**src/rtl/pipe_cla_addsub.sv**
```systemverilog
// Pipelined carry-lookahead adder/subtractor: one SLICE-bit slice resolved per stage, NSTG-cycle latency.
// Global stall: every stage holds when the output is valid and not accepted.
module pipe_cla_addsub #(
  parameter int WIDTH = 32,
  parameter int SLICE = 8
) (
  input  logic             clk,
  input  logic             clr,
  input  logic             in_valid,
  output logic             in_ready,
  input  logic [WIDTH-1:0] a,
  input  logic [WIDTH-1:0] b,
  input  logic             cin,
  input  logic             sub,
  output logic             out_valid,
  input  logic             out_ready,
  output logic [WIDTH-1:0] sum,
  output logic             cout,
  output logic             ovf,
  output logic             zero,
  output logic             neg
);

  localparam int NSTG = WIDTH / SLICE;
  localparam int NGRP = SLICE / 4;

  // a/b hold the not-yet-consumed operand bits, s collects finished slices,
  // c is the carry into the next slice, cm the carry into the latest slice MSB.
  typedef struct packed {
    logic             vld;
    logic [WIDTH-1:0] a;
    logic [WIDTH-1:0] b;
    logic [WIDTH-1:0] s;
    logic             c;
    logic             cm;
    logic             z;
  } stg_t;

  typedef struct packed {
    logic [SLICE-1:0] s;
    logic             co;
    logic             cm;
  } slc_t;

  function automatic slc_t cla_slice(input logic [SLICE-1:0] x,
                                     input logic [SLICE-1:0] y,
                                     input logic             ci);
    logic [SLICE-1:0] g, p, c;
    logic [NGRP-1:0]  gg, gp;
    logic [NGRP:0]    gc;
    logic             t;
    slc_t             r;
    g = x & y;
    p = x ^ y;
    for (int j = 0; j < NGRP; j++) begin
      gp[j] = &p[4*j +: 4];
      gg[j] = g[4*j+3] | (p[4*j+3] & g[4*j+2]) | (p[4*j+3] & p[4*j+2] & g[4*j+1])
            | (&p[4*j+1 +: 3] & g[4*j]);
    end
    // Group carries as flat sum-of-products over all lower groups, no group-to-group ripple.
    for (int j = 0; j <= NGRP; j++) begin
      t = ci;
      for (int m = 0; m < j; m++) t = t & gp[m];
      gc[j] = t;
      for (int i = 0; i < j; i++) begin
        t = gg[i];
        for (int m = i + 1; m < j; m++) t = t & gp[m];
        gc[j] = gc[j] | t;
      end
    end
    for (int j = 0; j < NGRP; j++) begin
      for (int n = 0; n < 4; n++) begin
        t = gc[j];
        for (int m = 0; m < n; m++) t = t & p[4*j+m];
        c[4*j+n] = t;
        for (int i = 0; i < n; i++) begin
          t = g[4*j+i];
          for (int m = i + 1; m < n; m++) t = t & p[4*j+m];
          c[4*j+n] = c[4*j+n] | t;
        end
      end
    end
    r.s  = p ^ c;
    r.co = gc[NGRP];
    r.cm = c[SLICE-1];
    return r;
  endfunction

  logic adv;
  stg_t in_stg;

  assign adv      = !out_valid | out_ready;
  assign in_ready = adv;

  always_comb begin
    in_stg     = '0;
    in_stg.vld = in_valid;
    in_stg.a   = a;
    in_stg.b   = sub ? ~b : b;
    in_stg.c   = sub | cin;
    in_stg.z   = 1'b1;
  end

  for (genvar k = 0; k < NSTG; k++) begin : g_stg
    stg_t stg_in, stg_d, stg_q;
    slc_t res;

    if (k == 0) begin : g_first
      assign stg_in = in_stg;
    end else begin : g_rest
      assign stg_in = g_stg[k-1].stg_q;
    end

    always_comb begin
      res   = cla_slice(stg_in.a[k*SLICE +: SLICE], stg_in.b[k*SLICE +: SLICE], stg_in.c);
      stg_d = stg_in;
      stg_d.s[k*SLICE +: SLICE] = res.s;
      stg_d.c  = res.co;
      stg_d.cm = res.cm;
      stg_d.z  = stg_in.z & ~|res.s;
    end

    always_ff @(posedge clk or posedge clr) begin
      if (clr) begin
        stg_q <= '0;
      end else if (adv) begin
        stg_q <= stg_d;
      end
    end
  end

  assign out_valid = g_stg[NSTG-1].stg_q.vld;
  assign sum       = g_stg[NSTG-1].stg_q.s;
  assign cout      = g_stg[NSTG-1].stg_q.c;
  assign ovf       = g_stg[NSTG-1].stg_q.cm ^ g_stg[NSTG-1].stg_q.c;
  assign zero      = g_stg[NSTG-1].stg_q.z;
  assign neg       = g_stg[NSTG-1].stg_q.s[WIDTH-1];

  // Operand copies are fully consumed by the last stage.
  logic unused_skew;
  assign unused_skew = ^{g_stg[NSTG-1].stg_q.a, g_stg[NSTG-1].stg_q.b};

endmodule

```
**config.mk**
```make
export PLATFORM = sky130hd
export DESIGN_NAME = pipe_cla_addsub
export DESIGN_NICKNAME = d
export VERILOG_FILES = /design/src/rtl/pipe_cla_addsub.sv
export SDC_FILE = /design/constraint.sdc
export NUM_CORES = 1
export LEC_CHECK = 0
export BUFFER_PORTS_ARGS = -buffer_cell sky130_fd_sc_hd__buf_2
export CORE_UTILIZATION = 30
export CTS_BUF_LIST = sky130_fd_sc_hd__clkbuf_8
export CTS_CLUSTER_DIAMETER = 120
export DETAILED_ROUTE_END_ITERATION = 8
export GPL_TIMING_DRIVEN = 1
export HOLD_SLACK_MARGIN = 0.15
export SYNTH_ARGS = -nofsm -noshare
export SYNTH_HDL_FRONTEND = slang
export SYNTH_SLANG_ARGS = --single-unit
```
**constraint.sdc**
```tcl
create_clock -name clk -period 6.6 [get_ports clk]
set_input_delay 0.33 -clock clk [delete_from_list [all_inputs] [get_ports clk]]
set_output_delay 0.33 -clock clk [all_outputs]
set_load 0.01 [all_outputs]
```
=== Word level (Yosys, flattened, before mapping) ===
Index checks and enable logic that the tools add are counted.

* Bitwise gates (word level): 195
* Reduce and logical (&&, ||, !) cells: 25
* Muxes and demuxes: 1

{| class="wikitable"
|+ Operators with widths
! cell !! number
|-
| $and A1 B1 Y1 || 95
|-
| $or A1 B1 Y1 || 86
|-
| $xor A8 B8 Y8 || 8
|-
| $and A8 B8 Y8 || 4
|-
| $mux W32 || 1
|-
| $not A32 Y32 || 1
|-
| $reduce_and A4 Y1 || 8
|-
| $reduce_or A8 Y1 || 4
|-
| $reduce_and A3 Y1 || 8
|-
| $logic_not A1 Y1 || 5
|-
| $xor A1 B1 Y1 || 1
|}

* Word-level logic and storage cells: 244
* Flip-flop bits (word level): 285
* Output and inout bits: 38

=== Depth between registers and ports, before layout ===
* Depth in word-level cells: 17
* Depth in mapped cells: 13
* Mapped depth without buffers: 11

=== Least setup slack after synthesis ===
Ideal clock, no wire load.

* Kind: input to register
* Start: input sub
* End: register g_stg[0].stg_q[0] (netlist bit)
* Setup time: 0.067 ns
* Arrival: 2.669 ns
* Setup slack: 3.864 ns
* Required time: 6.533 ns
* Cell stages on the path: 13
* Cell sequence: buf_2 > buf_2 > xor2_1 > ha_1 > o211ai_1 > a21boi_0 > o21ai_0 > nor2b_1 > fa_1 > xor2_1 > nand4_1 > nor4_1 > a32o_1

* Cells in the longest elaborated chain, start to end: 16
* Elaborated cells between the ends (all ways): 42
* Classes of those cells: 1 x mux; 37 x bitwise; 4 x reduce/logical

{| class="wikitable"
|+ RTL lines
! item !! RTL line !! text
|-
| start, declared || 14 || <nowiki>input logic sub,</nowiki>
|-
| $mux W32 || 99 || <nowiki>in_stg.b = sub ? ~b : b;</nowiki>
|-
| $xor A8 B8 Y8 / $and A8 B8 Y8 (equally long branches) || 54, 53 ||
|-
| $and A1 B1 Y1 || 57 || <nowiki>gg[j] = g[4*j+3] | (p[4*j+3] & g[4*j+2]) | (p[4*j+3] & p[4*j+2] & g[4*j+1])</nowiki>
|-
| $or A1 B1 Y1 / $and A1 B1 Y1 (equally long branches) || 57 ||
|-
| $or A1 B1 Y1 || 57 ||
|-
| $or A1 B1 Y1 || 58 || <nowiki>| (&p[4*j+1 +: 3] & g[4*j]);</nowiki>
|-
| $or A1 B1 Y1 || 68 || <nowiki>gc[j] = gc[j] | t;</nowiki>
|-
| $and A1 B1 Y1 (3 in series) || 74 || <nowiki>for (int m = 0; m < n; m++) t = t & p[4*j+m];</nowiki>
|-
| $or A1 B1 Y1 (3 in series) || 79 || <nowiki>c[4*j+n] = c[4*j+n] | t;</nowiki>
|-
| $xor A8 B8 Y8 * || 83 || <nowiki>r.s = p ^ c;</nowiki>
|-
| $reduce_or A8 Y1 * || 120 || <nowiki>stg_d.z = stg_in.z & ~|res.s;</nowiki>
|-
| $logic_not A1 Y1 * || 120 ||
|-
| end signal, assigned || 127 || <nowiki>stg_q <= stg_d;</nowiki>
|-
| end, declared || 105 || <nowiki>stg_t stg_in, stg_d, stg_q;</nowiki>
|}

Mark *: on every way between the ends. The rest lies on a longest branch, timed or not.
A chain may end at the register's enable or synchronous reset.

=== Worst setup path after layout ===
Same ends and word-level chain as after synthesis.

==> impl_metrics.tcl <==
set metrics [dict create \
    postCtsSetupRepairBufs 0 \
    mostFrequentLayoutCell "nand2_1" \
    antenna_found_initial 2 \
    grt_max_degree 206 \
    ctsHoldBuffers 41 \
    grt_pass1_vias 6305 \
    finClkSkew_ns 0.01298 \
    synth-main-ff-cell "dfrtp_1" \
    floorplan.die_area_sq_mm 0.03080 \
    timing.fmax_mhz 322.9 \
    avgSynthCellArea_sq_um 9.186 \
    portBuffers 107 \
    core_area_sq_mm 0.02964 \
    wl_per_cell_um 12.56 \
    clkTransAtPathRegs_ns 0.10 \
    synth_edf_count 0 \
    setup_slack_ns 3.504 \
    rsz0062_at_grt "no" \
    max-cap-violations 0 \
    crit_path_frequent_cell "xor2_1" \
    async_flop_share_pct 100.0 \
    fin_tns_setup_ns 0 \
    netlist_area_sq_mm 0.009030 \
    powerDensity_mw_per_mm2 437.8 \
    nets 1195 \
    clockBufferDepth 2 \
    ys_ff_latch 189 \
    via_per_inst 4.255 \
    grt-ovfl-total 0 \
    maxSlewViolCount 0 \
    yosys_warnings 0 \
    peakVddDrop_uv 150.9 \
    die_w_um 175.5 \
    drc 0 \
    clk_latency_ns 0.46 \
    routed_wl_um 18610 \
    cts_root_buf "clkbuf_8" \
    cts_inserted_buffers 17 \
    cp_slowest_stage_delay_ns 0.71 \
    worstMarginPinSlew_ns 1.067 \
    grt_use_total_pct 12.78 \
    required_ns 6.99 \
    relSlewSlack_pct 28.89 \
    crit_slowest_cell "buf_2" \
    worstPathArrival_ns 3.48 \
    finalCritPeriodShare_pct 46.92 \
    ys_seq_area_share_pct 52.38 \
    place_ws_ns 3.036 \
    drt_first_pass_iters 5 \
    crit_buf_inv 1 \
    die_h_um 175.5 \
    cts.sinks 189 \
    status "finished, final reports clean" \
    crit_family "adder cells" \
    hp-class "in2reg" \
    crit_fanout 34 \
    postSynthCellCount 983 \
    synth.distinct_cells 37 \
    end_kind "register" \
    dp.final_hpwl_um 12470 \
    final_hold_viol_count 0 \
    ios 108 \
    syn_nets 1102 \
    period_minus_slack_ns 3.096 \
    initialDrtViolationCount 403 \
    cts_tree "built" \
    grt_pass1_wl_um 31640 \
    critPathKind "in2reg" \
    finalSetupViolCount 0 \
    p_leak_nw 5.277 \
    drive_above_1_share_pct 14.23 \
    mostFrequentLayoutCells "nand2_1 (438), dfrtp_1 (189), buf_2 (107)" \
    crit_chain "buf_2 -> xor2_1 -> ha_1 -> o211ai_1 -> a21boi_0 -> o21ai_0 -> nor2b_1 -> fa_1 -> xor2_1 -> nand4_1 -> nor4_1 -> a32o_1" \
    std_cell_rows 63 \
    vias 6302 \
    area_growth_pct 15.60 \
    start_kind "input port" \
    htreeDepth 4 \
    initial_core_util_pct 30.47 \
    antenna_left 0 \
    place_congestion 0.7952 \
    cts_resized 0 \
]
[through the flow]
step           hold slack (ns)  total power [mW]  instances  util [%]  instance area [sq um]
5_1_grt                 0.1586             5.008       1481     35.22                  10440
6_report                0.1824             4.570       1481     35.22                  10440
4_1_cts                 0.1546             4.658       1478     35.17                  10420
2_1_floorplan           0.4300             3.411        983         -                   9030
3_5_place_dp            0.4519             3.860       1405     32.46                   9622
3_3_place_gp            0.4448             3.791       1405     32.46                   9622
[final timing paths]
kind	from	end	slack, ns	depth (start not counted)
min in group asynchronous	clr	sum[27]$_DFFE_PP0P_	0.54	3
max in group asynchronous	clr	g_stg[1].stg_q[61]$_DFFE_PP0P_	4.65	4
worst min-delay path	b[28]	g_stg[0].stg_q[63]$_DFFE_PP0P_	0.18	3
worst max-delay path	sub	g_stg[0].stg_q[0]$_DFFE_PP0P_	3.50	12
worst max register to register	out_valid$_DFFE_PP0P_	g_stg[1].stg_q[0]$_DFFE_PP0P_	3.93	6
worst min register to register	g_stg[1].stg_q[5]$_DFFE_PP0P_	g_stg[2].stg_q[5]$_DFFE_PP0P_	0.46	2
[registers in the layout, indices dropped and copies added, names as in the netlist]
name / cells
zero: 1
cout: 1
out_valid: 1
g_stg.stg_q: 154
sum: 32
[final cells by class]
| cell class | instances | area, sq um |
|---|---|---|
| clock inverters | 14 | 143.9 |
| fillers | 3120 | 19200 |
| inverters | 13 | 63.81 |
| flip-flops and latches | 189 | 4730 |
| clock buffers | 18 | 247.7 |
| repair buffers | 151 | 983.4 |
| well taps | 390 | 488.0 |
| multi-input cells | 704 | 3777 |
| diodes | 2 | 5.005 |
[cell families after synthesis]
| family | count (synthesis) | share of synthesized area (%) |
|---|---|---|
| buffers and inverters | 90 | 5.875 |
| AO/OA/AOI/OAI | 111 | 7.316 |
| multiplexers | 7 | 0.8730 |
| adder cells (fa/ha/maj) | 49 | 7.455 |
| XOR/XNOR | 49 | 4.753 |
| AND/OR/NAND/NOR | 488 | 21.35 |
| flip-flops | 189 | 52.38 |
[synthesized netlist by cell type (2+ instances only)]
cell,number,share of area [%]
inv_1,12,0.50
nor2b_1,2,0.14
nor2_1,17,0.71
nand2_1,438,18
o31ai_1,2,0.17
and4b_1,2,0.22
xnor2_1,27,2.6
a211oi_1,5,0.42
a21oi_1,21,1.2
nand4b_1,3,0.29
and2_1,4,0.28
fa_1,8,1.8
nor4_1,2,0.14
nor3_1,5,0.28
a32o_1,2,0.22
o21a_1,4,0.33
o211a_1,4,0.44
buf_6,2,0.25
nand4_1,2,0.14
or2_2,5,0.35
clkbuf_1,5,0.21
buf_4,33,2.7
nand2b_1,2,0.14
xor2_1,22,2.1
nand3b_1,5,0.42
o21ai_0,54,3.0
o211ai_1,9,0.75
dfrtp_1,189,52
buf_2,37,2.1
a21o_1,7,0.58
ha_1,41,5.7
mux2_2,7,0.87
[worst reg2reg max path: stages, from the launching register on]
cell      delay, ns
dfrtp_1        0.36
nor2b_4        0.16
buf_12         0.60
inv_8          0.53
nand4b_1       0.58
nor4_1         0.07
a32o_1         0.27
[per-layer routing]
metal | track usage [%] | vias up | part of all wire (%)
met1 | 18.15 | 2904 | 52
met2 | 19.26 | 82 | 44
met3 | 2.576 | 16 | 2.3
li1 | - | 3300 | -
met4 | 4.457 | 0 | 1.7
met5 | 0 | - | 0
[power by group]
part / leakage [nW] / switching (mW) / internal (mW)
logic: 2.80 / 1.12 / 0.754
registers: 2.29 / 0.275 / 1.66
clock network: 0.193 / 0.410 / 0.346
total: 5.28 / 1.81 / 2.76
Power figures use the tool's default switching activity.
